$ cat config.mk
export PLATFORM = sky130hd
export DESIGN_NAME = sram_pkt_driver
export DESIGN_NICKNAME = d
export VERILOG_FILES = /design/src/rtl/sram_pkt_pkg.sv /design/src/rtl/sram_pkt_encode.sv /design/src/rtl/sram_pkt_driver.sv
export SDC_FILE = /design/constraint.sdc
export NUM_CORES = 1
export LEC_CHECK = 0
export ABC_CLOCK_PERIOD_IN_PS = 3370
export CAP_MARGIN = 20
export CORE_MARGIN = 10
export CORE_UTILIZATION = 39
export DETAILED_ROUTE_END_ITERATION = 12
export GPL_TIMING_DRIVEN = 0
export PLACE_DENSITY = 0.76
export SLEW_MARGIN = 20
export SYNTH_ARGS = -nofsm -noshare
export SYNTH_HDL_FRONTEND = slang
export SYNTH_HIERARCHICAL = 1
export SYNTH_SLANG_ARGS = --single-unit
$ cat constraint.sdc
create_clock -name clk_in -period 3.37 [get_ports clk_in]
set_clock_uncertainty 0.15 [all_clocks]
set_input_delay 0.674 -clock clk_in [delete_from_list [all_inputs] [get_ports clk_in]]
set_output_delay 0.674 -clock clk_in [all_outputs]
set_load 0.01 [all_outputs]
$ cat src/rtl/sram_pkt_pkg.sv
`default_nettype none
// ============================================================================
//  Module      : sram_pkt_pkg
//  Description : Shared definitions for the SRAM test-chip packet driver:
//                packet bit positions, the idle packet and the FSM states.
//  Revision    : 1.0  initial release
// ============================================================================
package sram_pkt_pkg;

  localparam int PKT_W      = 56;

  // Packet field positions
  localparam int SRAM_BIT   = 55;
  localparam int CSB0_BIT   = 54;
  localparam int WEB0_BIT   = 53;
  localparam int WMASK0_LSB = 49;
  localparam int ADDR0_LSB  = 41;
  localparam int DIN0_LSB   = 9;
  localparam int CSB1_BIT   = 8;
  localparam int ADDR1_LSB  = 0;

  // Both chip selects deasserted (active low), every other bit zero
  localparam logic [PKT_W-1:0] IDLE_PACKET = 56'h40_0000_0000_0100;

  typedef enum logic [2:0] {
    ST_IDLE  = 3'd0,
    ST_ISSUE = 3'd1,
    ST_WAIT  = 3'd2,
    ST_ACK   = 3'd3,
    ST_RESP  = 3'd4,
    ST_GAP   = 3'd5
  } state_t;

endpackage
`default_nettype wire

$ cat src/rtl/sram_pkt_encode.sv
`default_nettype none
// ============================================================================
//  Module      : sram_pkt_encode
//  Description : Combinational command -> 56-bit packet encoder covering
//                writes, RW-port reads and RO-port reads.
//  Revision    : 1.0  initial release
// ============================================================================
module sram_pkt_encode
  import sram_pkt_pkg::*;
(
  input  logic             write,
  input  logic             port,
  input  logic             sram,
  input  logic [7:0]       addr,
  input  logic [3:0]       wmask,
  input  logic [31:0]      wdata,
  output logic [PKT_W-1:0] packet
);

  // Build the packet from zero; the sram select is common to every command
  always_comb begin
    packet           = '0;
    packet[SRAM_BIT] = sram;
    if (write) begin
      // Writes always go through the RW port, regardless of port select
      packet[CSB0_BIT]              = 1'b0;
      packet[WEB0_BIT]              = 1'b0;
      packet[WMASK0_LSB +: 4]       = wmask;
      packet[ADDR0_LSB +: 8]        = addr;
      packet[DIN0_LSB +: 32]        = wdata;
      packet[CSB1_BIT]              = 1'b1;
    end else if (!port) begin
      packet[CSB0_BIT]              = 1'b0;
      packet[WEB0_BIT]              = 1'b1;
      packet[ADDR0_LSB +: 8]        = addr;
      packet[CSB1_BIT]              = 1'b1;
    end else begin
      packet[CSB0_BIT]              = 1'b1;
      packet[CSB1_BIT]              = 1'b0;
      packet[ADDR1_LSB +: 8]        = addr;
    end
  end

endmodule
`default_nettype wire

$ cat src/rtl/sram_pkt_driver.sv
`default_nettype none
// ============================================================================
//  Module      : sram_pkt_driver
//  Description : Initiator for the SRAM test-chip packet interface. Accepts a
//                single outstanding read/write command, drives the registered
//                packet with csb sequencing, samples read data after RD_LAT
//                cycles and returns a response with valid/ready handshake.
//                Define SRAM_PKT_DRV_STATS_EN to add wr_count/rd_count
//                saturating command counters.
//  Revision    : 1.0  initial release
// ============================================================================
module sram_pkt_driver
  import sram_pkt_pkg::*;
#(
  parameter int RD_LAT   = 2,
  parameter int IDLE_GAP = 1
) (
  input  logic             clk_in,
  input  logic             rst_in,
  input  logic             cmd_valid,
  output logic             cmd_ready,
  input  logic             cmd_write,
  input  logic             cmd_port,
  input  logic             cmd_sram,
  input  logic [7:0]       cmd_addr,
  input  logic [3:0]       cmd_wmask,
  input  logic [31:0]      cmd_wdata,
  output logic             resp_valid,
  input  logic             resp_ready,
  output logic             resp_write,
  output logic [31:0]      resp_data,
  output logic [PKT_W-1:0] packet_out,
  input  logic [31:0]      sram_data_in,
  output logic             busy
`ifdef SRAM_PKT_DRV_STATS_EN
  ,
  output logic [15:0]      wr_count,
  output logic [15:0]      rd_count
`endif
);

  // Down-counter reload values (counter reaches 0 on the last cycle)
  localparam logic [3:0] RD_LOAD  = 4'(RD_LAT - 1);
  localparam logic [3:0] GAP_LOAD = (IDLE_GAP > 0) ? 4'(IDLE_GAP - 1) : 4'd0;

  state_t             state;
  state_t             next_state;
  logic [3:0]         cnt;
  logic               write_q;
  logic               cmd_hs;
  logic               resp_hs;
  logic [PKT_W-1:0]   enc_packet;

  assign cmd_hs  = cmd_valid & cmd_ready;
  assign resp_hs = (state == ST_RESP) & resp_ready;
  assign busy    = (state != ST_IDLE);

  // Encoder looks at the live command bus; it is only captured on handshake
  sram_pkt_encode u_encode (
    .write  (cmd_write),
    .port   (cmd_port),
    .sram   (cmd_sram),
    .addr   (cmd_addr),
    .wmask  (cmd_wmask),
    .wdata  (cmd_wdata),
    .packet (enc_packet)
  );

  // State register
  always_ff @(posedge clk_in or posedge rst_in) begin
    if (rst_in) state <= ST_IDLE;
    else        state <= next_state;
  end

  // Next-state logic
  always_comb begin
    next_state = state;
    case (state)
      ST_IDLE:  if (cmd_hs) next_state = ST_ISSUE;
      ST_ISSUE: next_state = write_q ? ST_ACK : ST_WAIT;
      ST_WAIT:  if (cnt == 4'd0) next_state = ST_RESP;
      ST_ACK:   next_state = ST_RESP;
      ST_RESP:  if (resp_ready) next_state = (IDLE_GAP == 0) ? ST_IDLE : ST_GAP;
      ST_GAP:   if (cnt == 4'd0) next_state = ST_IDLE;
      default:  next_state = ST_IDLE;
    endcase
  end

  // Shared down-counter: read latency in WAIT, idle gap in GAP
  always_ff @(posedge clk_in or posedge rst_in) begin
    if (rst_in) begin
      cnt <= 4'd0;
    end else if (state == ST_ISSUE) begin
      cnt <= RD_LOAD;
    end else if (resp_hs) begin
      cnt <= GAP_LOAD;
    end else if ((state == ST_WAIT || state == ST_GAP) && cnt != 4'd0) begin
      cnt <= cnt - 4'd1;
    end
  end

  // Handshake flags are registered so both are low through reset
  always_ff @(posedge clk_in or posedge rst_in) begin
    if (rst_in) begin
      cmd_ready  <= 1'b0;
      resp_valid <= 1'b0;
    end else begin
      cmd_ready  <= (next_state == ST_IDLE);
      resp_valid <= (next_state == ST_RESP);
    end
  end

  // Capture the command type and packet on handshake; hold through WAIT
  always_ff @(posedge clk_in or posedge rst_in) begin
    if (rst_in) begin
      write_q    <= 1'b0;
      packet_out <= IDLE_PACKET;
    end else if (cmd_hs) begin
      write_q    <= cmd_write;
      packet_out <= enc_packet;
    end else if (next_state != ST_WAIT) begin
      packet_out <= IDLE_PACKET;
    end
  end

  // Response payload: loaded on entry to RESP, held until accepted
  always_ff @(posedge clk_in or posedge rst_in) begin
    if (rst_in) begin
      resp_write <= 1'b0;
      resp_data  <= 32'd0;
    end else if (state == ST_WAIT && next_state == ST_RESP) begin
      resp_write <= 1'b0;
      resp_data  <= sram_data_in;
    end else if (state == ST_ACK) begin
      resp_write <= 1'b1;
      resp_data  <= 32'd0;
    end else if (resp_hs) begin
      resp_write <= 1'b0;
      resp_data  <= 32'd0;
    end
  end

`ifdef SRAM_PKT_DRV_STATS_EN
  // Saturating command counters, bumped as the command enters ISSUE
  always_ff @(posedge clk_in or posedge rst_in) begin
    if (rst_in) begin
      wr_count <= 16'd0;
      rd_count <= 16'd0;
    end else if (cmd_hs) begin
      if (cmd_write && wr_count != 16'hFFFF)  wr_count <= wr_count + 16'd1;
      if (!cmd_write && rd_count != 16'hFFFF) rd_count <= rd_count + 16'd1;
    end
  end
`endif

endmodule
`default_nettype wire

==> results by group <==
Global route
  • Aggregate global-route resource usage: 16.6%
  • Met1 GRT Util: 20.8%
  • Number of global-route vias before repair: 3,465
  • GR Layer Usage met2: 26.0%
  • Grt ovf: 0
  • Largest net degree at the start of global routing: 34
  • GR Layer Usage met3: 5.70%
  • GR peak layer: met2
  • First-pass GRT wire length: 19,800 microns
  • Initial antenna violation count: 0

Timing
  • Least-Margin Pin Slew: 765 ps
  • Endpoints failing hold: 0
  • Fin Setup TNS: 0 ps
  • F_max: 375 MHz
  • Unrepaired setup endpoints after global routing: no
  • Slew HR: 48.6%
  • WHS: 337 ps
  • Minimum clock period: 2670 ps
  • Final Cycle Share: 79.2%
  • Setup-failing EPs final: 0
  • Pins Over Slew Limit: 0

Pwr
  • Maximum vdd ir drop: 0.373 mV
  • Power per Cell Area: 690 nW/um^2
  • Lkg Pwr: 0.00286 uW

Logic synthesis
  • EDFF count, synth: 0
  • Post-synthesis sequential area ratio: 59.6%
  • Post-Synthesis Cells: 328
  • FFs w/ async S/R, synth: 100%
  • Synth Warn #: 6
  • Prevailing post-synth register cell: dfrtp_1
  • Syn Nets: 413
  • Synthesized area per cell: 12.7 sq um
  • #FFs+latches synth: 99
  • Count of cell types in the netlist: 38
  • Post-Syn Area: 4160 sq um

Detailed routing
  • Drt first pass iters: 4
  • Vias: 3,374
  • Iter 0 DRT Violations: 203
  • Total detailed-routing wirelength: 13,000 microns
  • DRC: 0
  • Antenna-violating nets left: 0
  • Vias per cell: 5.14
  • WL/cell: 19.9 microns

Finish
  • Area delta synth->final: 53.7%
  • Final nets: 600
  • Number of diodes: 0
  • Most frequent cells in the layout: 173 x clkdlybuf4s50_1, 97 x dfrtp_1, 86 x a22o_1
  • Layout cells sized above 1: 10.2%
  • Most common cell after layout, fill and taps aside: clkdlybuf4s50_1
  • Finished layout cell area: 6400 sq um

Setup path
  • Worst Path Arrival: 1840 ps
  • Critical path startpoint category: flip-flop
  • Worst EP required: 2550 ps
  • Worst-path maximum fanout: 10
  • Worst setup EP type: primary output
  • Crit Path Class: reg2out

Floorplanning
  • Initial Utilization: 40.2%
  • Die height: 123 microns
  • Core area: 10,400 sq um
  • FP Rows: 37
  • Ports: 175
  • Total die area: 15,200 sq um
  • Die X: 123 microns

Place
  • Routability cong.: 0.841
  • Area post-placement: 6130 sq um
  • IO buf count: 173
  • HPWL after DPL: 10,000 microns

Clock network
  • CTS tree: built
  • Hold_buf cts: 0
  • Post-cts repair resize count: 0
  • # clock sinks: 99
  • Clk root buf: clkbuf_8
  • H-tree depth: 3
  • Num CTS Buffers: 9
  • CTS clk-pin slew, worst paths: 90 ps
  • Post-CTS setup buffers: 0
  • Clock tree buffer depth: 2
  • Later-pin clock latency in the skew report: 360 ps

Run status
  • Status: finished, final reports clean

Min path
  • Min-Delay Path Class: reg2reg

Job
  • Max Cap Violations: 0
-- routing by layer --
| metal | wire length [microns] | share of wire, % |
|---|---|---|
| met3 | 1380 | 11 |
| met5 | 0 | 0 |
| met4 | 207 | 1.6 |
| met1 | 5570 | 43 |
| met2 | 5880 | 45 |
-- stage by stage --
step           util (%)  cells  total power [uW]  setup slack [ps]
2_1_floorplan         -    328              2540              1280
4_1_cts            61.7    656              4470               680
6_report           61.7    656              4420               701
5_1_grt            61.7    656              4660               625
3_5_place_dp       59.1    640              3460               577
3_3_place_gp       58.5    637              3390               359
-- Yosys cell counts (2+ instances only) --
cell type / instances / share of area, %
buf_6: 5 / 1.4
buf_4: 6 / 1.1
dfstp_2: 2 / 1.3
or3b_1: 2 / 0.42
nor3_1: 2 / 0.24
a21oi_1: 5 / 0.60
nand2b_1: 3 / 0.45
and2_4: 8 / 1.7
clkbuf_1: 9 / 0.81
nor3b_1: 2 / 0.36
a31oi_1: 2 / 0.30
and2_1: 45 / 6.8
ha_1: 2 / 0.60
inv_1: 7 / 0.63
nand2_1: 6 / 0.54
nor2_1: 6 / 0.54
buf_2: 6 / 0.72
a22o_1: 86 / 18
a211oi_1: 2 / 0.36
dfrtp_1: 97 / 58
o21ai_0: 4 / 0.48
nor2b_1: 3 / 0.45
mux2_2: 2 / 0.54
nand3b_1: 2 / 0.36
-- cells by family (layout without fill, tap and decap cells) --
kind of cell / after synthesis / after routing / share of synthesized area [%]
compound gates: 106 / 106 / 21.4
flops: 99 / 99 / 59.6
simple gates: 84 / 84 / 13.0
buf+inv: 35 / 227 / 4.90
fa+ha+maj: 2 / 2 / 0.601
mux: 2 / 2 / 0.541
-- state kept, by name, summed over array words and instances, names as in the netlist --
register    cells
resp_write      1
resp_data      32
cmd_ready       1
state           3
packet_out     56
write_q         1
resp_valid      1
cnt             4
-- area by class of cell --
type	count	area, sq um
clock buffers	9	124
flip-flops and latches	99	2480
well taps	136	170
inverters	8	38.8
multi-input cells	194	1480
plain buffers	27	169
clock inverters	7	145
fillers	862	3970
repair buffers	176	1790
-- where the power goes --
part	total, uW	internal, uW	leakage (uW)	switching (uW)
clock	998	573	0.000130	424
combinational	1760	938	0.00139	824
sequential	1660	1480	0.00134	176
total	4420	2990	0.00286	1420
-- critical path: stages (launching register included) --
cell and delay, ps:
dfrtp_1 400, clkbuf_1 210, or3_1 350, clkdlybuf4s50_1 530
-- path summary, 6_finish.rpt --
path / startpoint / endpoint / slack, ps / depth (start not counted)
worst max register to register: cnt[0] / resp_data[17] / 870 / 7
min in group asynchronous: rst_in / resp_data[17] / 410 / 2
worst min-delay path: packet_out[54] / packet_out[54] / 340 / 2
max in group asynchronous: rst_in / packet_out[8] / 1960 / 4
worst min register to register: packet_out[54] / packet_out[54] / 340 / 2
worst max-delay path: state[0] / busy / 700 / 3
(Power assumes the default switching activity.)
